<file path="src/rtl/bus_xfer_arbiter.sv">
// bus_xfer_arbiter
//   Round-robin arbiter and sequencer for the shared 32-bit datapath bus and
//   its 5-bit source-select mux. Each of NREQ requesters posts one transfer:
//   a source code and a destination register. The block drives the mux
//   select, waits one settle cycle, then pulses the destination load enable
//   and the grant. Every transfer is IDLE -> DRIVE -> LOAD (3 cycles).
//
//   Optional feature: define BUS_ARB_LOCK_EN to let the winner keep the bus
//   for up to 4 consecutive transfers through req_lock. Without the macro,
//   req_lock is ignored and arbitration is strict round-robin.
//
// Ports
//   clk       in   rising-edge clock
//   clr_n     in   asynchronous active-low reset
//   req       in   [NREQ]    pending-transfer flag per requester
//   req_src   in   [NREQ*5]  source code of requester i at [5i+4:5i]
//   req_dst   in   [NREQ*5]  destination index of requester i at [5i+4:5i]
//   req_lock  in   [NREQ]    keep the bus for the next transfer (lock build)
//   bus_sel   out  [5]       bus mux select, SEL_IDLE when no transfer
//   dst_ld    out  [NDST]    one-hot destination load pulse (LOAD only)
//   gnt       out  [NREQ]    one-hot completion pulse (LOAD only)
//   err       out            completed transfer had an illegal src or dst
//   busy      out            high in DRIVE and LOAD
module bus_xfer_arbiter #(
   parameter int         NREQ     = 4,
   parameter int         NSRC     = 24,
   parameter int         NDST     = 24,
   parameter logic [4:0] SEL_IDLE = 5'd31
) (
   input  logic              clk,
   input  logic              clr_n,
   input  logic [NREQ-1:0]   req,
   input  logic [NREQ*5-1:0] req_src,
   input  logic [NREQ*5-1:0] req_dst,
   input  logic [NREQ-1:0]   req_lock,
   output logic [4:0]        bus_sel,
   output logic [NDST-1:0]   dst_ld,
   output logic [NREQ-1:0]   gnt,
   output logic              err,
   output logic              busy
);

   localparam int IDW = (NREQ > 1) ? $clog2(NREQ) : 1;

   typedef enum logic [1:0] {
      ST_IDLE  = 2'd0,
      ST_DRIVE = 2'd1,
      ST_LOAD  = 2'd2
   } state_t;

   state_t            state_q;
   logic [4:0]        src_q;
   logic [4:0]        dst_q;
   logic [IDW-1:0]    id_q;
   logic [IDW-1:0]    rr_ptr_q;
   logic [4:0]        bus_sel_q;
   logic [NDST-1:0]   dst_ld_q;
   logic [NREQ-1:0]   gnt_q;
   logic              err_q;
   logic              busy_q;

   logic [4:0]        src_arr [NREQ];
   logic [4:0]        dst_arr [NREQ];
   logic              win_vld_d;
   logic [IDW-1:0]    win_id_d;
   logic [IDW:0]      cand_d;
   logic [IDW-1:0]    ptr_nxt_d;
   logic              src_ok_d;
   logic              dst_ok_d;
   logic              win_src_ok_d;

   // Split the packed request buses into per-requester fields.
   always_comb begin
      for (int i = 0; i < NREQ; i++) begin
         src_arr[i] = req_src[5*i +: 5];
         dst_arr[i] = req_dst[5*i +: 5];
      end
   end

   // Winner search: first requesting index at or after rr_ptr, modulo NREQ.
   // NOTE: every combinational output gets a default before the loop so no
   // path leaves it unassigned, which would otherwise infer a latch.
   always_comb begin
      win_vld_d = 1'b0;
      win_id_d  = '0;
      cand_d    = '0;
      for (int k = 0; k < NREQ; k++) begin
         cand_d = {1'b0, rr_ptr_q} + (IDW+1)'(k);
         if (cand_d >= (IDW+1)'(NREQ)) begin
            cand_d = cand_d - (IDW+1)'(NREQ);
         end
         if (!win_vld_d && req[cand_d[IDW-1:0]]) begin
            win_vld_d = 1'b1;
            win_id_d  = cand_d[IDW-1:0];
         end
      end
   end

   assign ptr_nxt_d    = (id_q == IDW'(NREQ-1)) ? '0 : id_q + IDW'(1);
   assign src_ok_d     = ({1'b0, src_q} < 6'(NSRC));
   assign dst_ok_d     = ({1'b0, dst_q} < 6'(NDST));
   assign win_src_ok_d = ({1'b0, src_arr[win_id_d]} < 6'(NSRC));

`ifdef BUS_ARB_LOCK_EN
   // lock_run_q counts locked transfers in the current chain; the fourth
   // transfer of a chain always advances the pointer.
   logic       lock_hold_q;
   logic [1:0] lock_run_q;
`else
   logic       unused_lock;
   assign unused_lock = ^req_lock;
`endif

   // Outputs are registered one state ahead: the values for DRIVE are
   // loaded on the IDLE->DRIVE edge, those for LOAD on DRIVE->LOAD.
   // NOTE: sequential state uses non-blocking assignments only, so every
   // register samples pre-edge values regardless of statement order.
   always_ff @(posedge clk or negedge clr_n) begin
      if (!clr_n) begin
         state_q   <= ST_IDLE;
         src_q     <= '0;
         dst_q     <= '0;
         id_q      <= '0;
         rr_ptr_q  <= '0;
         bus_sel_q <= SEL_IDLE;
         dst_ld_q  <= '0;
         gnt_q     <= '0;
         err_q     <= 1'b0;
         busy_q    <= 1'b0;
`ifdef BUS_ARB_LOCK_EN
         lock_hold_q <= 1'b0;
         lock_run_q  <= '0;
`endif
      end else begin
         dst_ld_q <= '0;
         gnt_q    <= '0;
         err_q    <= 1'b0;
         case (state_q)
            ST_IDLE: begin
               bus_sel_q <= SEL_IDLE;
               busy_q    <= 1'b0;
`ifdef BUS_ARB_LOCK_EN
               // The lock owner sits at rr_ptr; if it is not asking, let go.
               if (lock_hold_q && !req[rr_ptr_q]) begin
                  lock_hold_q <= 1'b0;
                  lock_run_q  <= '0;
               end
`endif
               if (win_vld_d) begin
                  src_q     <= src_arr[win_id_d];
                  dst_q     <= dst_arr[win_id_d];
                  id_q      <= win_id_d;
                  bus_sel_q <= win_src_ok_d ? src_arr[win_id_d] : SEL_IDLE;
                  busy_q    <= 1'b1;
                  state_q   <= ST_DRIVE;
               end
            end
            ST_DRIVE: begin
               if (src_ok_d && dst_ok_d) begin
                  dst_ld_q <= NDST'(1) << dst_q;
               end else begin
                  err_q <= 1'b1;
               end
               gnt_q   <= NREQ'(1) << id_q;
               state_q <= ST_LOAD;
            end
            ST_LOAD: begin
`ifdef BUS_ARB_LOCK_EN
               if (req_lock[id_q] && (lock_run_q != 2'd3)) begin
                  rr_ptr_q    <= id_q;
                  lock_hold_q <= 1'b1;
                  lock_run_q  <= lock_run_q + 2'd1;
               end else begin
                  rr_ptr_q    <= ptr_nxt_d;
                  lock_hold_q <= 1'b0;
                  lock_run_q  <= '0;
               end
`else
               rr_ptr_q <= ptr_nxt_d;
`endif
               bus_sel_q <= SEL_IDLE;
               busy_q    <= 1'b0;
               state_q   <= ST_IDLE;
            end
            default: begin
               state_q <= ST_IDLE;
            end
         endcase
      end
   end

   assign bus_sel = bus_sel_q;
   assign dst_ld  = dst_ld_q;
   assign gnt     = gnt_q;
   assign err     = err_q;
   assign busy    = busy_q;

endmodule
</file>
<file path="config.mk">
export PLATFORM = sky130hd
export DESIGN_NAME = bus_xfer_arbiter
export DESIGN_NICKNAME = d
export VERILOG_FILES = /design/src/rtl/bus_xfer_arbiter.sv
export SDC_FILE = /design/constraint.sdc
export NUM_CORES = 1
export LEC_CHECK = 0
export BUFFER_PORTS_ARGS = -buffer_cell sky130_fd_sc_hd__buf_2
export CAP_MARGIN = 10
export CORE_UTILIZATION = 48
export CTS_CLUSTER_DIAMETER = 150
export DETAILED_ROUTE_END_ITERATION = 8
export PLACE_DENSITY = 0.79
export SYNTH_ARGS = -nofsm -noshare
export SYNTH_HDL_FRONTEND = slang
export SYNTH_SLANG_ARGS = --single-unit
export TNS_END_PERCENT = 20
</file>
<file path="constraint.sdc">
create_clock -name clk -period 2.71 [get_ports clk]
set_clock_uncertainty 0.15 [all_clocks]
set_input_delay 0.542 -clock clk [delete_from_list [all_inputs] [get_ports clk]]
set_output_delay 0.542 -clock clk [all_outputs]
set_load 0.005 [all_outputs]
</file>
==> metrics <==
YS warnings=0; Initial Util=about 50%; worst-margin pin slew=915 ps; Die X=69.5 um; hpwl dp=2940 um; Avg Inst Size Synth=11.0 um^2; top layer in use=met4; slew margin rel.=39.0%; library cells used by synthesis=37; clk slew on worst S/H paths=90 ps; Hold Path Class=in -> async; CP max FO=21; share of the yosys chip area belonging to registers=55.3%; worst-path cell chain=inv_1 -> a221oi_1 -> o22ai_2 -> mux2i_1 -> a22oi_2 -> nand2_2 -> a21oi_2; Hold Violations, Final=0; Die Y-Extent=69.5 um; final period utilization=82.7%; antenna cells=0; Max clock buf depth=2; final worst path period need=2240 ps; register bit total from synthesis=48; max-cap viol count=0; drt total wl=3940 um; first-pass GRT wire length=slightly above 7000 um; total grt overflow=0; Slew Limit Fails=0; # rows=24; GR Util All Layers=18.5%; status=complete, no violations; initial antenna violation count=0; initial drt markers=53; cts bufs inserted=5; multi-input logic area=883 um^2; Pleak=1.44 nW; Worst Setup Start Kind=flip-flop; Syn-to-layout area delta=24.9%; drt pass-1 iters=4; Inst Count DP=324; non-filler cells, final=332; Critical Path AT=~2300 ps; PD cells=929 nW/um^2; RSZ-0062 raised after global routing=no; Routability Congestion=about 0.75; via count=1630; Detail Route Antenna Nets=0; largest net degree at the start of global routing=between 40 and 50; Largest stage delay, worst path=660 ps; post-route DRC violation count=0; NumNets Final=approximately 330; Clock Sinks=48; hold slack=225 ps; met3 wire len=between 200 and 250 um; Req. time, crit path=~2800 ps; Cells after Synth=198; FF/Latch Area=1210 um^2; htree depth=2; Setup CP Type=reg -> reg; IO Pins=85; share of layout cells above drive strength 1=42.9%; Final setup viols=0; Met2 Routed Length=1870 um; M1 WL=approximately 1800 um; CP Capture Type=flip-flop; CTS root buf=clkbuf_8; Post-CTS Resized=0; clock latency at the later pin of the worst-skew pair=300 ps; full die area=about 4800 um^2; Worst VDD drop=406 uV; crit path max-delay cell type=o22ai_2; routed len/inst=11.9 um; Core Area=around 4400 um^2; syn nets=252; vias in the first global route=1602; Setup Fix Bufs, Post-CTS=0; CTS tree=done; via density per instance=roughly 4.9; Fillers=around 350; achievable frequency=approximately 0.45 GHz; Mapped Area=around 2200 um^2; Port Buffer Count=80; Post-CTS Hold Buffers=0; Sum Neg Setup Slack=0 ps
==> power by group <==
part / internal [mW] / total [mW] / switching [mW]
Clock: 0.278 / 0.512 / 0.234
Combinational: 0.437 / 0.949 / 0.513
Sequential: 0.913 / 1.07 / 0.160
==> synthesized netlist by cell type, drive strengths merged <==
library cell / instances / area, um^2
dfrtp: 43 / 1080
nor2: 29 / 116
nand2: 24 / 92.6
o21ai: 14 / 70.1
mux2i: 12 / 120
inv: 9 / 33.8
mux2: 9 / 101
a21oi: 5 / 43.8
clkbuf: 5 / 18.8
dfstp: 5 / 131
and2: 4 / 25.0
buf: 4 / 41.3
ha: 4 / 50.1
a21boi: 3 / 22.5
nand3b: 3 / 22.5
nor2b: 3 / 18.8
or3: 3 / 18.8
a221oi: 2 / 17.5
a22oi: 2 / 25.0
nand2b: 2 / 12.5
nor3: 2 / 26.3
nor4: 2 / 27.5
o21a: 2 / 15.0
or3b: 2 / 17.5
a21o: 1 / 7.51
and2b: 1 / 7.51
nand3: 1 / 5.00
o22ai: 1 / 12.5
o31ai: 1 / 7.51
==> layout make-up <==
class,count,share of cell area (%)
well taps,52,2.38
clock inverters,3,1.74
inverters,9,1.24
multi-input cells,132,32.4
repair buffers,83,15.5
clock buffers,5,2.52
flip-flops and latches,48,44.2
==> sequential cells by signal, indices dropped and copies added (netlist names) <==
signal    count
dst_ld       24
bus_sel       5
dst_q         5
gnt           4
id_q          2
rr_ptr_q      2
src_q         2
state_q       2
busy          1
err           1
==> metrics by stage <==
stage          worst slack (ps)  util, %  area, um^2  total power, mW
2_1_floorplan               652        -        2180             1.81
3_3_place_gp                275     60.0        2610             2.01
3_5_place_dp                167     60.0        2610             2.05
4_1_cts                     399     62.7        2730             2.57
5_1_grt                     202     62.7        2730             2.76
6_report                    468     62.7        2730             2.53
==> kinds of logic (layout without fill, tap and decap cells) <==
group / Yosys count / in the layout / synth area share, %
simple gates: 76 / 76 / 17.9
compound gates: 31 / 31 / 10.1
buf+inv: 18 / 100 / 4.30
flops: 48 / 48 / 55.3
mux: 21 / 21 / 10.1
fa+ha+maj: 4 / 4 / 2.29
==> final timing paths <==
kind / cells past startpoint / startpoint / endpoint / slack (ps)
max in group asynchronous: 2 / clr_n / bus_sel[2]$_DFFE_PN1P_ / 1470
max: 7 / rr_ptr_q[0]$_DFFE_PN0P_ / bus_sel[2]$_DFFE_PN1P_ / 470
min reg2reg: 2 / bus_sel[4]$_DFFE_PN1P_ / bus_sel[4]$_DFFE_PN1P_ / 320
min in group clk: 2 / bus_sel[4]$_DFFE_PN1P_ / bus_sel[4]$_DFFE_PN1P_ / 320
max reg2reg: 7 / rr_ptr_q[0]$_DFFE_PN0P_ / bus_sel[2]$_DFFE_PN1P_ / 470
min: 1 / clr_n / id_q[0]$_DFFE_PN0P_ / 220
==> critical path, delay by kind of cell (launching register included) <==
family	cells	cell delay, ps
compound gates	4	1190
flops	1	410
mux	1	200
buf+inv	1	120
simple gates	1	120
==> metal layers <==
layer	global-route usage, %	vias to the layer above
li1	-	820
met1	23.3	736
met2	30.2	65
met3	3.78	9
met4	9.30	0
met5	0	-
==> placed cells by master (no fill, tap or decap), drive strengths merged, types with 3 or more instances in the layout <==
master	n
buf	83
dfrtp	43
nor2	29
nand2	24
o21ai	14
mux2i	12
inv	9
mux2	9
a21oi	5
dfstp	5
clkbuf	5
and2	4
ha	4
or3	3
nand3b	3
nor2b	3
a21boi	3
No activity file was read; power rests on OpenSTA's default activity.
